==> src/rtl/hazard_ctrl_pkg.sv <==
// Shared definitions for the decode-side hazard controller.
//   RF_REG_W   register-address width, shared with the register file
//   SB_DEPTH   scoreboard entries (EX, MEM, WB)
//   state_e    sequencer states
//   sb_entry_t one in-flight register writer
package hazard_ctrl_pkg;

  localparam int RF_REG_W = 4;
  localparam int SB_DEPTH = 3;
  localparam int SB_EX    = 0;
  localparam int SB_MEM   = 1;
  localparam int SB_WB    = 2;

  typedef enum logic [1:0] {
    RUN    = 2'd0,
    DRAIN  = 2'd1,
    HALTED = 2'd2
  } state_e;

  typedef struct packed {
    logic                vld;
    logic [RF_REG_W-1:0] rd;
    logic                ld;
  } sb_entry_t;

endpackage

==> src/rtl/hazard_sb.sv <==
// 3-entry shift scoreboard of in-flight register writers plus source match.
//   clk, rst  clock / synchronous active-high reset (clears all entries)
//   ex_in     entry entering EX this edge (invalid for bubbles/flushes)
//   src_reg   decode source registers [1]=src2, [0]=src1
//   src_en    source actually read
//   hazard    some live source collides with an in-flight writer
module hazard_sb
  import hazard_ctrl_pkg::*;
#(
  parameter bit FWD_EN = 1'b1
) (
  input  logic                         clk,
  input  logic                         rst,
  input  sb_entry_t                    ex_in,
  input  logic [1:0][RF_REG_W-1:0]     src_reg,
  input  logic [1:0]                   src_en,
  output logic                         hazard
);

  // index 0 = EX, 1 = MEM, 2 = WB
  sb_entry_t [SB_DEPTH-1:0] sb_q;

  always_ff @(posedge clk) begin
    if (rst) sb_q <= '0;
    else     sb_q <= {sb_q[SB_DEPTH-2:0], ex_in};
  end

  // With forwarding only a load still in EX cannot be bypassed; without it
  // every stage counts, WB included since the rf writes on the same edge it
  // would be read combinationally. R0 is hardwired, so it never collides.
  always_comb begin
    hazard = 1'b0;
    for (int s = 0; s < 2; s++) begin
      if (src_en[s] && (src_reg[s] != '0)) begin
        for (int e = 0; e < SB_DEPTH; e++) begin
          if (sb_q[e].vld && (sb_q[e].rd == src_reg[s]) &&
              (!FWD_EN || ((e == SB_EX) && sb_q[e].ld)))
            hazard = 1'b1;
        end
      end
    end
  end

endmodule

==> src/rtl/hazard_ctrl.sv <==
// Pipeline sequencer beside decode: RAW / load-use stalls, wrong-path
// squash on EX redirect, and the halt drain sequence.
//   i_clk, i_rst               clock / synchronous active-high reset
//   i_idValid                  IF/ID holds a real instruction
//   i_rdReg1/2, i_rdEn1/2      decode sources and their read enables
//   i_wrReg, i_wrRegEn         decode destination
//   i_memRd, i_hltDec          decode instr is a load / HLT
//   i_exRedir                  EX resolved a taken branch/jump
//   o_stallPc, o_stallIfId     hold PC / IF/ID
//   o_bubbleIdEx, o_flushIfId  NOP into ID/EX / squash IF/ID
//   o_hlt                      core halted
//   o_busy                     draining or halted
module hazard_ctrl
  import hazard_ctrl_pkg::*;
#(
  parameter bit FWD_EN    = 1'b1,
  parameter int DRAIN_CYC = 3,
  parameter int REG_W     = RF_REG_W
) (
  input  logic             i_clk,
  input  logic             i_rst,
  input  logic             i_idValid,
  input  logic [REG_W-1:0] i_rdReg1,
  input  logic [REG_W-1:0] i_rdReg2,
  input  logic             i_rdEn1,
  input  logic             i_rdEn2,
  input  logic [REG_W-1:0] i_wrReg,
  input  logic             i_wrRegEn,
  input  logic             i_memRd,
  input  logic             i_hltDec,
  input  logic             i_exRedir,
  output logic             o_stallPc,
  output logic             o_stallIfId,
  output logic             o_bubbleIdEx,
  output logic             o_flushIfId,
  output logic             o_hlt,
  output logic             o_busy
);

  localparam int              CNT_W    = $clog2(DRAIN_CYC) + 1;
  localparam logic [CNT_W-1:0] CNT_LOAD = CNT_W'(DRAIN_CYC - 1);

  state_e           state_q, state_d;
  logic [CNT_W-1:0] cnt_q, cnt_d;
  logic             sb_hazard, hazard;
  sb_entry_t        ex_in;

  hazard_sb #(.FWD_EN(FWD_EN)) u_sb (
    .clk     (i_clk),
    .rst     (i_rst),
    .ex_in   (ex_in),
    .src_reg ({i_rdReg2, i_rdReg1}),
    .src_en  ({i_rdEn2, i_rdEn1}),
    .hazard  (sb_hazard)
  );

  // A collision only matters if decode holds a real instruction.
  assign hazard = i_idValid & sb_hazard;

  // Anything bubbled or squashed enters EX as an invalid writer.
  always_comb begin
    ex_in     = '0;
    ex_in.vld = i_idValid & i_wrRegEn & ~o_bubbleIdEx;
    ex_in.rd  = i_wrReg;
    ex_in.ld  = i_memRd;
  end

  always_ff @(posedge i_clk) begin
    if (i_rst) begin
      state_q <= RUN;
      cnt_q   <= '0;
    end else begin
      state_q <= state_d;
      cnt_q   <= cnt_d;
    end
  end

  always_comb begin
    state_d      = state_q;
    cnt_d        = cnt_q;
    o_stallPc    = 1'b0;
    o_stallIfId  = 1'b0;
    o_bubbleIdEx = 1'b0;
    o_flushIfId  = 1'b0;
    o_hlt        = 1'b0;
    case (state_q)
      RUN: begin
        // Redirect wins: the PC must load the target, not hold.
        o_flushIfId  = i_exRedir;
        o_bubbleIdEx = i_exRedir | hazard;
        o_stallPc    = hazard & ~i_exRedir;
        o_stallIfId  = hazard & ~i_exRedir;
        // HLT only leaves decode once nothing blocks it.
        if (i_idValid && i_hltDec && !hazard && !i_exRedir) begin
          state_d = DRAIN;
          cnt_d   = CNT_LOAD;
        end
      end
      DRAIN: begin
        if (i_exRedir) begin
          // HLT was on the wrong path: abandon the drain and squash normally.
          o_flushIfId  = 1'b1;
          o_bubbleIdEx = 1'b1;
          state_d      = RUN;
          cnt_d        = '0;
        end else begin
          o_stallPc    = 1'b1;
          o_bubbleIdEx = 1'b1;
          if (cnt_q == '0) state_d = HALTED;
          else             cnt_d   = cnt_q - 1'b1;
        end
      end
      HALTED: begin
        o_hlt        = 1'b1;
        o_stallPc    = 1'b1;
        o_stallIfId  = 1'b1;
        o_bubbleIdEx = 1'b1;
      end
      default: state_d = RUN;
    endcase
  end

  assign o_busy = (state_q != RUN);

endmodule

==> config.mk <==
export PLATFORM = sky130hd
export DESIGN_NAME = hazard_ctrl
export DESIGN_NICKNAME = d
export VERILOG_FILES = /design/src/rtl/hazard_ctrl_pkg.sv /design/src/rtl/hazard_sb.sv /design/src/rtl/hazard_ctrl.sv
export SDC_FILE = /design/constraint.sdc
export NUM_CORES = 1
export LEC_CHECK = 0
export CORE_MARGIN = 3
export CORE_UTILIZATION = 42
export CTS_BUF_LIST = sky130_fd_sc_hd__clkbuf_16
export DETAILED_ROUTE_END_ITERATION = 8
export PLACE_DENSITY = 0.75
export SYNTH_ARGS = -nofsm -noshare
export SYNTH_HDL_FRONTEND = slang
export SYNTH_SLANG_ARGS = --single-unit
==> constraint.sdc <==
create_clock -name i_clk -period 2.3 [get_ports i_clk]
set_input_delay 0.575 -clock i_clk [delete_from_list [all_inputs] [get_ports i_clk]]
set_output_delay 0.575 -clock i_clk [all_outputs]
set_load 0.01 [all_outputs]
==> impl_metrics.prom, run 1 <==
# TYPE chip_impl_metric gauge
chip_impl_metric{name="first_global_vias",unit=""} 756
chip_impl_metric{name="worst_clock_skew",unit="ps"} 2.61
chip_impl_metric{name="final.period_utilization",unit="%"} 104
chip_impl_metric{name="mappedNetlistNets",unit=""} 110
chip_impl_metric{name="drv_slew",unit=""} 0
chip_impl_metric{name="die_h",unit="microns"} 47.5
chip_impl_metric{name="area_growth_syn_to_layout",unit="%"} 77.7
chip_impl_metric{name="power_per_cell_area",unit="nW/um^2"} 713
chip_impl_info{name="failed_checks",value="negative setup slack"} 1
chip_impl_metric{name="antenna_diode_instance_count",unit=""} 0
chip_impl_metric{name="multiInputGateArea",unit="sq um"} 567
chip_impl_metric{name="finalSetupViolCount",unit=""} 2
chip_impl_info{name="worst_setup_path_end_kind",value="primary output"} 1
chip_impl_metric{name="cts-htree-levels",unit=""} 1
chip_impl_metric{name="synthDominantCellAreaShare",unit="%"} 30.4
chip_impl_metric{name="timing.slew.headroom",unit="%"} 71.1
chip_impl_metric{name="post_synth_inst_count",unit=""} 83
chip_impl_metric{name="hold_viol",unit=""} 0
chip_impl_info{name="critical_path.startpoint_type",value="primary input"} 1
chip_impl_metric{name="timing.final.ws_setup",unit="ps"} -100
chip_impl_metric{name="dpl.hpwl",unit="microns"} 1450
chip_impl_metric{name="place_ws",unit="ps"} -960
chip_impl_metric{name="drc_errors",unit=""} 0
chip_impl_metric{name="chipWidth",unit="microns"} 47.5
chip_impl_metric{name="grt_overflow_total",unit=""} 0
chip_impl_info{name="commonest_non_fill_non_tap_cells_in_the_layout",value="buf_4, clkdlybuf4s50_1, buf_2"} 1
chip_impl_metric{name="placed_cells_incl_taps",unit=""} 138
chip_impl_metric{name="final_nets",unit=""} 159
chip_impl_metric{name="critPathMaxFanout",unit=""} 2
chip_impl_metric{name="finalCoreUtilization",unit="%"} 82.4
chip_impl_info{name="synthTopCellsByArea",value="dfxtp_1, ha_1, xor2_1"} 1
chip_impl_info{name="grt_setup_unrepaired",value="yes"} 1
chip_impl_metric{name="ys_types",unit=""} 31
chip_impl_metric{name="layout.cells.non_filler",unit=""} 147
chip_impl_metric{name="syn_avg_cell_area",unit="sq um"} 8.71
chip_impl_metric{name="pin_count",unit=""} 27
chip_impl_metric{name="avgRoutedWirePerCell",unit="microns"} 13.9
chip_impl_metric{name="antenna_found_initial",unit=""} 0
chip_impl_metric{name="leakage",unit="nW"} 0.565
chip_impl_metric{name="ys_seq_area_share",unit="%"} 30.4
chip_impl_metric{name="core-area",unit="sq um"} 1560
chip_impl_info{name="hold_path_class",value="register to register"} 1
chip_impl_metric{name="grt_usage",unit="%"} 19.3
chip_impl_metric{name="timing.fmax",unit="MHz"} 417
chip_impl_metric{name="post_route_cells_drive_above_1_share",unit="%"} 43.5
chip_impl_metric{name="clk_pin_slew",unit="ps"} 40
chip_impl_metric{name="synth_seq_cells",unit=""} 11
chip_impl_metric{name="rows",unit=""} 14
chip_impl_metric{name="max-cap-violations",unit=""} 0
chip_impl_info{name="cts_tree",value="yes"} 1
chip_impl_metric{name="netlist_area",unit="sq um"} 723
chip_impl_metric{name="period_needed",unit="ps"} 2400
chip_impl_metric{name="worst_pin_slew",unit="ps"} 431
chip_impl_info{name="cts.root.buffer_cell",value="clkbuf_16"} 1
chip_impl_metric{name="crit_path_max_incr_delay",unit="ps"} 320
chip_impl_metric{name="pin_count_of_the_biggest_net_entering_global_routing",unit=""} 13
chip_impl_metric{name="arrival",unit="ps"} 1830
chip_impl_metric{name="count_of_buffer_and_inverter_cells_on_the_critical_path",unit=""} 3
chip_impl_info{name="yosysTopAreaCell",value="dfxtp_1"} 1
chip_impl_metric{name="1st_iter_drt_viols",unit=""} 3
chip_impl_info{name="critical-path-top-cell-by-count",value="nor4_4"} 1
chip_impl_metric{name="postRouteAntennaNets",unit=""} 0
chip_impl_metric{name="post_cts_hold_buffer_count",unit=""} 0
chip_impl_metric{name="synthesis.yosys.warnings",unit=""} 0
chip_impl_info{name="crit_path_cell_trace",value="buf_8 > nor4_4 > nor4_4 > a22o_4 > buf_6 > a211oi_2 > nor3_2 > buf_2"} 1
chip_impl_info{name="outcome",value="finished, violations left"} 1
chip_impl_metric{name="vias",unit=""} 786
chip_impl_metric{name="cts_buffers",unit=""} 3
chip_impl_info{name="worstSetupPathType",value="primary input to primary output"} 1
chip_impl_metric{name="req_time_crit_path",unit="ps"} 1730
chip_impl_metric{name="floorplan.die_area",unit="sq um"} 2260
chip_impl_metric{name="clkLatencyLatePin",unit="ps"} 240
chip_impl_metric{name="cts_max_path_buffers",unit=""} 2
chip_impl_info{name="most_common_cell_after_layout_fill_and_taps_aside",value="buf_4"} 1
chip_impl_metric{name="effective_utilization_at_floorplan",unit="%"} 46.4
chip_impl_metric{name="vdd.ir_drop.worst",unit="mV"} 0.568
chip_impl_info{name="cp_slowest_cell",value="nor4_4"} 1
chip_impl_metric{name="cts.sinks",unit=""} 11
chip_impl_metric{name="detailedRoute.firstPassIterationCount",unit=""} 3
chip_impl_metric{name="grt_pass1_wl",unit="microns"} 3050
chip_impl_metric{name="buffer_ports.inserted",unit=""} 26
chip_impl_metric{name="globalplace.congestion",unit=""} 0.834
chip_impl_metric{name="total_area_of_sequential_cells",unit="sq um"} 224
chip_impl_metric{name="routed_via_density",unit=""} 5.35
chip_impl_metric{name="routed_wirelength",unit="microns"} 2040
chip_impl_info{name="crit_family",value="simple AND/OR/NAND/NOR gates"} 1
chip_impl_metric{name="fillers",unit=""} 104
## stage by stage
| stage | power (W) | instance area, sq um | TNS, ps | hold WS [ps] |
|---|---|---|---|---|
| finish | 0.000916 | 1280 | -153 | 510 |
| global route | 0.000977 | 1280 | -299 | 553 |
| CTS | 0.000901 | 1230 | -48.6 | 513 |
| detailed placement | 0.000586 | 1110 | -3510 | 508 |
| global placement | 0.000578 | 1110 | -3120 | 500 |
| floorplan | 0.000411 | 729 | 0 | 475 |
## registers in the layout, summed over array words and instances, names as in the netlist
name,count
cnt_q,3
state_q,2
u_sb.sb_q,6
## cells in the mapped netlist, drive strengths merged
cell and n:
dfxtp 11, inv 7, xor2 7, ha 6, nand3 6, nor2 6
nor2b 5, nor3 5, a21oi 4, nand2 4, o21ai 4, nor4 3
a211oi 2, a211o 1, a221oi 1, a22o 1, a311oi 1, a31oi 1
clkbuf 1, nand2b 1, nor3b 1, o2111a 1, o211ai 1, o22a 1
o311ai 1, or2 1
## worst register-to-register path: stages, from the launching register on
cell	delay, ps
dfxtp_1	410
buf_4	150
xor2_1	130
nor2_1	70
a22o_4	240
buf_6	120
buf_4	120
buf_4	120
buf_4	140
o21ai_4	210
o2111a_1	220
nor3_1	40
## cell type report
type                       instances  share of cell area, %
tap                               16                   1.56
multi-input combinational         64                   44.1
clock inverter                     1                  0.292
clock buffer                       3                   5.84
timing repair buffer              45                   28.7
inverter                           7                   2.04
sequential                        11                   17.4
## routing by layer
layer,part of all wire [%],vias up,global-route usage (%)
li1,-,395,-
met1,38,370,18.2
met2,56,19,39.0
met3,5.5,2,6.39
met4,0.34,0,4.42
met5,0,-,0
## what timing repair did
item,CTS,global route
resized for setup,70,10
pin swaps,13,7
setup buffers,2,3
setup endpoints to repair,5,4
## cell families (layout without fill, tap and decap cells)
group | count (synthesis) | count (layout) | share of synthesized area (%)
DFF | 11 | 11 | 30.4
adders and majority gates | 6 | 6 | 10.4
and+or+nand+nor | 32 | 32 | 24.0
xor gates and xnor gates | 7 | 7 | 8.48
AOI/OAI and AO/OA | 19 | 19 | 22.5
buffers and inverters | 8 | 56 | 4.15
## worst paths after layout
| path | end | start | cells past startpoint | slack [ps] |
|---|---|---|---|---|
| setup / recovery | o_bubbleIdEx | i_rdReg1[2] | 8 | -100 |
| hold / removal | cnt_q[1] | cnt_q[1] | 2 | 510 |
| setup reg to reg | cnt_q[1] | u_sb.sb_q[1] | 11 | 200 |
| hold reg to reg | cnt_q[1] | cnt_q[1] | 2 | 510 |
## where the power goes
part / switching [W] / internal (W)
Sequential: 0.0000178 / 0.000212
Combinational: 0.000183 / 0.000192
Clock: 0.0000827 / 0.000228
Total: 0.000283 / 0.000632
Note: power is estimated with default switching activity, not from simulation.
==> run 2, diff against run 1 <==
CTS_BUF_LIST = unset   (was sky130_fd_sc_hd__clkbuf_16)
==> impl_metrics.prom, run 2 (synthesis results as in run 1) <==
# TYPE chip_impl_metric gauge
chip_impl_metric{name="1st_iter_drt_viols",unit=""} 1
chip_impl_metric{name="dpl.hpwl",unit="microns"} 1450
chip_impl_metric{name="globalplace.congestion",unit=""} 0.834
chip_impl_info{name="critical_path.startpoint_type",value="primary input"} 1
chip_impl_metric{name="layout.cells.non_filler",unit=""} 147
chip_impl_metric{name="placed_cells_incl_taps",unit=""} 138
chip_impl_metric{name="die_h",unit="microns"} 47.5
chip_impl_metric{name="cts_buffers",unit=""} 3
chip_impl_metric{name="vias",unit=""} 766
chip_impl_metric{name="final_nets",unit=""} 159
chip_impl_metric{name="worst_pin_slew",unit="ps"} 431
chip_impl_metric{name="core-area",unit="sq um"} 1560
chip_impl_metric{name="largest_register_ffs",unit=""} 6
chip_impl_metric{name="vdd.ir_drop.worst",unit="mV"} 0.406
chip_impl_info{name="register_name_with_the_most_flops",value="u_sb.sb_q"} 1
chip_impl_metric{name="antenna_diode_instance_count",unit=""} 0
chip_impl_metric{name="leakage",unit="nW"} 0.545
chip_impl_metric{name="buffer_ports.inserted",unit=""} 26
chip_impl_info{name="crit_family",value="compound AO/OA/AOI/OAI gates"} 1
chip_impl_info{name="worstSetupPathType",value="primary input to primary output"} 1
chip_impl_metric{name="final.hold.worst_slack",unit="ps"} 513
chip_impl_info{name="cts.root.buffer_cell",value="clkbuf_4"} 1
chip_impl_metric{name="place_ws",unit="ps"} -960
chip_impl_metric{name="antenna_found_initial",unit=""} 0
chip_impl_info{name="failed_checks",value="negative setup slack"} 1
chip_impl_metric{name="effective_utilization_at_floorplan",unit="%"} 46.4
chip_impl_metric{name="post_route_cells_drive_above_1_share",unit="%"} 42.7
chip_impl_metric{name="count_of_buffer_and_inverter_cells_on_the_critical_path",unit=""} 2
chip_impl_metric{name="first_global_vias",unit=""} 739
chip_impl_metric{name="postRouteAntennaNets",unit=""} 0
chip_impl_metric{name="critPathMaxFanout",unit=""} 3
chip_impl_info{name="maxUsedRoutingLayer",value="met4"} 1
chip_impl_metric{name="met2WireLength",unit="microns"} 977
chip_impl_metric{name="routed_wirelength",unit="microns"} 1880
chip_impl_info{name="grt_setup_unrepaired",value="yes"} 1
chip_impl_metric{name="timing.final.ws_setup",unit="ps"} -12.1
chip_impl_metric{name="drc_errors",unit=""} 0
chip_impl_info{name="commonest_non_fill_non_tap_cells_in_the_layout",value="buf_4, clkdlybuf4s50_1, buf_2"} 1
chip_impl_info{name="cp_slowest_cell",value="nor4_4"} 1
chip_impl_metric{name="cts_max_path_buffers",unit=""} 2
chip_impl_metric{name="timing.fmax",unit="MHz"} 433
chip_impl_metric{name="grt_pass1_wl",unit="microns"} 3050
chip_impl_metric{name="worst_clock_skew",unit="ps"} 5.77
chip_impl_metric{name="grt_overflow_total",unit=""} 0
chip_impl_info{name="reg.largest.list",value="u_sb.sb_q: 6 flops, cnt_q: 3 flops, state_q: 2 flops"} 1
chip_impl_metric{name="cts-htree-levels",unit=""} 1
chip_impl_metric{name="crit_path_max_incr_delay",unit="ps"} 240
chip_impl_metric{name="clk_pin_slew",unit="ps"} 60
chip_impl_metric{name="avgRoutedWirePerCell",unit="microns"} 12.8
chip_impl_metric{name="chipWidth",unit="microns"} 47.5
chip_impl_metric{name="clkLatencyLatePin",unit="ps"} 270
chip_impl_metric{name="power_per_cell_area",unit="nW/um^2"} 587
chip_impl_metric{name="detailedRoute.firstPassIterationCount",unit=""} 3
chip_impl_metric{name="dr_wl_met3",unit="microns"} 119
chip_impl_info{name="critical-path-top-cell-by-count",value="buf_2"} 1
chip_impl_metric{name="cts.sinks",unit=""} 11
chip_impl_metric{name="arrival",unit="ps"} 1740
chip_impl_info{name="hold_path_class",value="register to register"} 1
chip_impl_metric{name="rows",unit=""} 14
chip_impl_metric{name="routed_via_density",unit=""} 5.21
chip_impl_metric{name="post_cts_hold_buffer_count",unit=""} 0
chip_impl_info{name="most_common_cell_after_layout_fill_and_taps_aside",value="buf_4"} 1
chip_impl_info{name="outcome",value="finished, violations left"} 1
chip_impl_metric{name="pin_count_of_the_biggest_net_entering_global_routing",unit=""} 13
chip_impl_metric{name="req_time_crit_path",unit="ps"} 1730
chip_impl_info{name="worst_setup_path_end_kind",value="primary output"} 1
chip_impl_metric{name="period_needed",unit="ps"} 2310
chip_impl_metric{name="grt_usage",unit="%"} 19.1
chip_impl_metric{name="area_growth_syn_to_layout",unit="%"} 69.7
chip_impl_metric{name="floorplan.die_area",unit="sq um"} 2260
chip_impl_info{name="crit_path_cell_trace",value="buf_2 > xor2_2 > nor4_4 > a22o_4 > nand3_4 > a221oi_2 > buf_2"} 1
chip_impl_metric{name="final.period_utilization",unit="%"} 101
chip_impl_metric{name="pin_count",unit=""} 27
chip_impl_metric{name="hold_viol",unit=""} 0
chip_impl_metric{name="met1Wirelength",unit="microns"} 756
chip_impl_metric{name="drv_slew",unit=""} 0
chip_impl_metric{name="finalSetupViolCount",unit=""} 1
chip_impl_info{name="cts_tree",value="yes"} 1
chip_impl_metric{name="max-cap-violations",unit=""} 0
chip_impl_metric{name="timing.slew.headroom",unit="%"} 71.2
## run 2: worst register-to-register path, delay by kind of cell, from the launching register on
family	cells	cell delay (ps)
AND/OR/NAND/NOR	2	240
flip-flops	1	320
buffers and inverters	4	540
AO/OA/AOI/OAI	4	830
## run 2: where the power goes
part | total [W] | switching (W) | internal [W]
sequential | 0.000227 | 0.0000169 | 0.000211
combinational | 0.000363 | 0.000177 | 0.000186
clock | 0.000130 | 0.0000633 | 0.0000671
total | 0.000721 | 0.000257 | 0.000464
## run 2: area by class of cell
| type | instances | area (sq um) |
|---|---|---|
| Fill cell | 111 | 332 |
| Tap cell | 16 | 20.0 |
| Clock buffer | 4 | 26.3 |
| Sequential cell | 11 | 226 |
| Multi-Input combinational cell | 64 | 563 |
| Timing Repair Buffer | 45 | 365 |
| Inverter | 7 | 26.3 |
## run 2: what timing repair did
item                                    in CTS  in global routing
endpoints found under the setup margin       5                  5
setup buffers                                3                  2
pin swaps                                   14                  0
gates resized for setup                     74                  4
## run 2: metrics by stage
stage | setup TNS, ps | util, % | cell area [sq um] | total power, W
finish | -12.1 | 78.7 | 1230 | 0.000721
global route | -158 | 78.7 | 1230 | 0.000782
CTS | -28.2 | 76.6 | 1190 | 0.000727
detailed placement | -3510 | 71.3 | 1110 | 0.000586
global placement | -3120 | 71.3 | 1110 | 0.000578
floorplan | 0 | - | 729 | 0.000411
## run 2: routing by layer
layer	up-vias	GRT usage, %
met1	347	19.6
met4	0	4.42
met2	20	36.6
li1	393	-
met5	-	0
met3	6	6.39
## run 2: final timing paths
check / startpoint / to / slack, ps / cells past startpoint
worst min-delay path: cnt_q[1] / cnt_q[1] / 510 / 2
worst min register to register: cnt_q[1] / cnt_q[1] / 510 / 2
worst max register to register: u_sb.sb_q[3] / cnt_q[1] / 250 / 10
worst max-delay path: i_rdReg1[1] / o_stallPc / -10 / 7
==> run 3, diff against run 2 <==
REMOVE_ABC_BUFFERS = 1   (was unset)
SLEW_MARGIN = 20   (was unset)
==> impl_metrics.prom, run 3 (synthesis results as in run 1) <==
# TYPE chip_impl_metric gauge
chip_impl_info{name="outcome",value="finished, violations left"} 1
chip_impl_info{name="failed_checks",value="negative setup slack"} 1
chip_impl_metric{name="worst_pin_slew",unit="ps"} 463
chip_impl_metric{name="rows",unit=""} 14
chip_impl_info{name="regToRegStartpoint",value="u_sb.sb_q[4]"} 1
chip_impl_info{name="cts.root.buffer_cell",value="clkbuf_4"} 1
chip_impl_metric{name="pin_count_of_the_biggest_net_entering_global_routing",unit=""} 13
chip_impl_metric{name="cts-htree-levels",unit=""} 1
chip_impl_info{name="worstSetupPathType",value="primary input to primary output"} 1
chip_impl_info{name="cts_tree",value="yes"} 1
chip_impl_metric{name="final.period_utilization",unit="%"} 101
chip_impl_metric{name="area_growth_syn_to_layout",unit="%"} 64.0
chip_impl_metric{name="final.hold.worst_slack",unit="ps"} 510
chip_impl_metric{name="cts.sinks",unit=""} 11
chip_impl_metric{name="grt_overflow_total",unit=""} 0
chip_impl_metric{name="pin_count",unit=""} 27
chip_impl_metric{name="detailedRoute.firstPassIterationCount",unit=""} 4
chip_impl_metric{name="routed_wirelength",unit="microns"} 2050
chip_impl_metric{name="buffer_ports.inserted",unit=""} 26
chip_impl_metric{name="reg2reg_setup_slack",unit="ps"} 520
chip_impl_metric{name="final_nets",unit=""} 154
chip_impl_metric{name="worst_clock_skew",unit="ps"} 5.78
chip_impl_info{name="commonest_non_fill_non_tap_cells_in_the_layout",value="buf_4, clkdlybuf4s50_1, dfxtp_1, buf_2, inv_1"} 1
chip_impl_metric{name="grt_pass1_wl",unit="microns"} 3260
chip_impl_metric{name="period_needed",unit="ps"} 2330
chip_impl_info{name="timing.rr.end",value="state_q[1]"} 1
chip_impl_info{name="worst_setup_path_end_kind",value="primary output"} 1
chip_impl_info{name="critical_path.startpoint_type",value="primary input"} 1
chip_impl_metric{name="max-cap-violations",unit=""} 0
chip_impl_metric{name="p_total",unit="W"} 0.000723
chip_impl_metric{name="req_time_crit_path",unit="ps"} 1730
chip_impl_metric{name="dpl.hpwl",unit="microns"} 1460
chip_impl_metric{name="drc_errors",unit=""} 0
chip_impl_info{name="grt_setup_unrepaired",value="yes"} 1
chip_impl_metric{name="timing.final.ws_setup",unit="ps"} -28.8
chip_impl_metric{name="avgRoutedWirePerCell",unit="microns"} 14.4
chip_impl_metric{name="routed_via_density",unit=""} 5.58
chip_impl_metric{name="clkLatencyLatePin",unit="ps"} 270
chip_impl_metric{name="cts_buffers",unit=""} 3
chip_impl_info{name="hold_path_class",value="register to register"} 1
chip_impl_metric{name="largest_register_ffs",unit=""} 6
chip_impl_metric{name="floorplan.die_area",unit="sq um"} 2260
chip_impl_metric{name="cts_max_path_buffers",unit=""} 2
chip_impl_info{name="hold-path-endpoint",value="cnt_q[2]"} 1
chip_impl_metric{name="clk_pin_slew",unit="ps"} 80
chip_impl_metric{name="vias",unit=""} 793
chip_impl_info{name="hold_sp",value="cnt_q[2]"} 1
chip_impl_metric{name="chipWidth",unit="microns"} 47.5
chip_impl_metric{name="fin_area",unit="sq um"} 1190
chip_impl_metric{name="post_route_cells_drive_above_1_share",unit="%"} 39.7
chip_impl_metric{name="timing.fmax",unit="MHz"} 429
chip_impl_metric{name="detailed_place.area",unit="sq um"} 1090
chip_impl_metric{name="antenna_found_initial",unit=""} 0
chip_impl_metric{name="globalplace.congestion",unit=""} 0.814
chip_impl_metric{name="die_h",unit="microns"} 47.5
chip_impl_metric{name="leakage",unit="nW"} 0.510
chip_impl_metric{name="vdd.ir_drop.worst",unit="mV"} 0.503
chip_impl_info{name="most_common_cell_after_layout_fill_and_taps_aside",value="buf_4"} 1
chip_impl_metric{name="timing.slew.headroom",unit="%"} 69.1
chip_impl_metric{name="1st_iter_drt_viols",unit=""} 12
chip_impl_metric{name="drv_slew",unit=""} 0
chip_impl_metric{name="critPathMaxFanout",unit=""} 3
chip_impl_metric{name="rr_worst_depth",unit=""} 8
chip_impl_metric{name="finalSetupViolCount",unit=""} 2
chip_impl_metric{name="effective_utilization_at_floorplan",unit="%"} 46.4
chip_impl_metric{name="antenna_diode_instance_count",unit=""} 0
chip_impl_info{name="reg.largest.list",value="u_sb.sb_q: 6 flops, cnt_q: 3 flops, state_q: 2 flops"} 1
chip_impl_metric{name="first_global_vias",unit=""} 804
chip_impl_metric{name="postRouteAntennaNets",unit=""} 0
chip_impl_metric{name="finalCoreUtilization",unit="%"} 76.1
chip_impl_metric{name="grt_usage",unit="%"} 20.2
chip_impl_metric{name="hold_viol",unit=""} 0
chip_impl_metric{name="holdPathStages",unit=""} 2
chip_impl_metric{name="arrival",unit="ps"} 1750
chip_impl_info{name="register_name_with_the_most_flops",value="u_sb.sb_q"} 1
chip_impl_metric{name="core-area",unit="sq um"} 1560
chip_impl_metric{name="power_per_cell_area",unit="nW/um^2"} 610
chip_impl_metric{name="place_ws",unit="ps"} -978
-- run 3: changes by cell type in the layout (fill, tap and decap cells not counted), sizes merged --
cell and delta:
buf -5, dlygate4sd2 +1, dlymetal6s2s -1
-- run 3: area by class of cell --
cell class	count	area, sq um
Sequential cell	11	226
Multi-Input combinational cell	64	561
Timing Repair Buffer	40	327
Tap cell	16	20.0
Clock buffer	4	26.3
Fill cell	118	373
Inverter	7	26.3
-- run 3: timing repair --
| action | 4_1_cts | 5_1_grt |
|---|---|---|
| setup buffers | 1 | 1 |
| endpoints found under the setup margin | 5 | 4 |
| hold buffers | 0 | 0 |
| pin swaps | 13 | 0 |
| resized for setup | 70 | 6 |
-- run 3: report_power, final --
part | total, W | switching, W | internal (W)
clock network | 0.000136 | 0.0000684 | 0.0000671
registers | 0.000228 | 0.0000172 | 0.000210
logic | 0.000360 | 0.000181 | 0.000179
-- run 3: worst max path at each step --
stage,from,endpoint,slack (ps)
global placement,i_rdReg1[3],o_stallPc,-950
CTS,i_rdReg2[3],o_stallPc,-20
floorplan,i_rdReg1[3],o_stallPc,-8
finish,i_rdReg1[2],o_bubbleIdEx,-30
detailed placement,i_rdReg1[3],o_stallPc,-980
global route,u_sb.sb_q[4],o_stallPc,-130
-- run 3: worst max-delay path, cell delays in order --
cell and delay, ps:
buf_6 100, nor4_4 320, nor4_4 90, a22o_4 250
a211oi_2 210, nor3_2 70, buf_2 140
-- run 3: routing by layer --
metal  vias to the layer above  wire (microns)  global-route usage [%]
met5                         -               0                       0
met4                         0               8                    6.63
met3                         2             100                    2.63
met2                        23            1130                    39.6
met1                       382             808                    21.7
li1                        386               -                       -
-- run 3: stage by stage --
| step | setup TNS (ps) | std cells |
|---|---|---|
| 2_1_floorplan | -7.59 | 82 |
| 3_5_place_dp | -3350 | 136 |
| 3_3_place_gp | -3080 | 136 |
| 6_report | -55.4 | 142 |
| 4_1_cts | -24.4 | 141 |
| 5_1_grt | -230 | 142 |
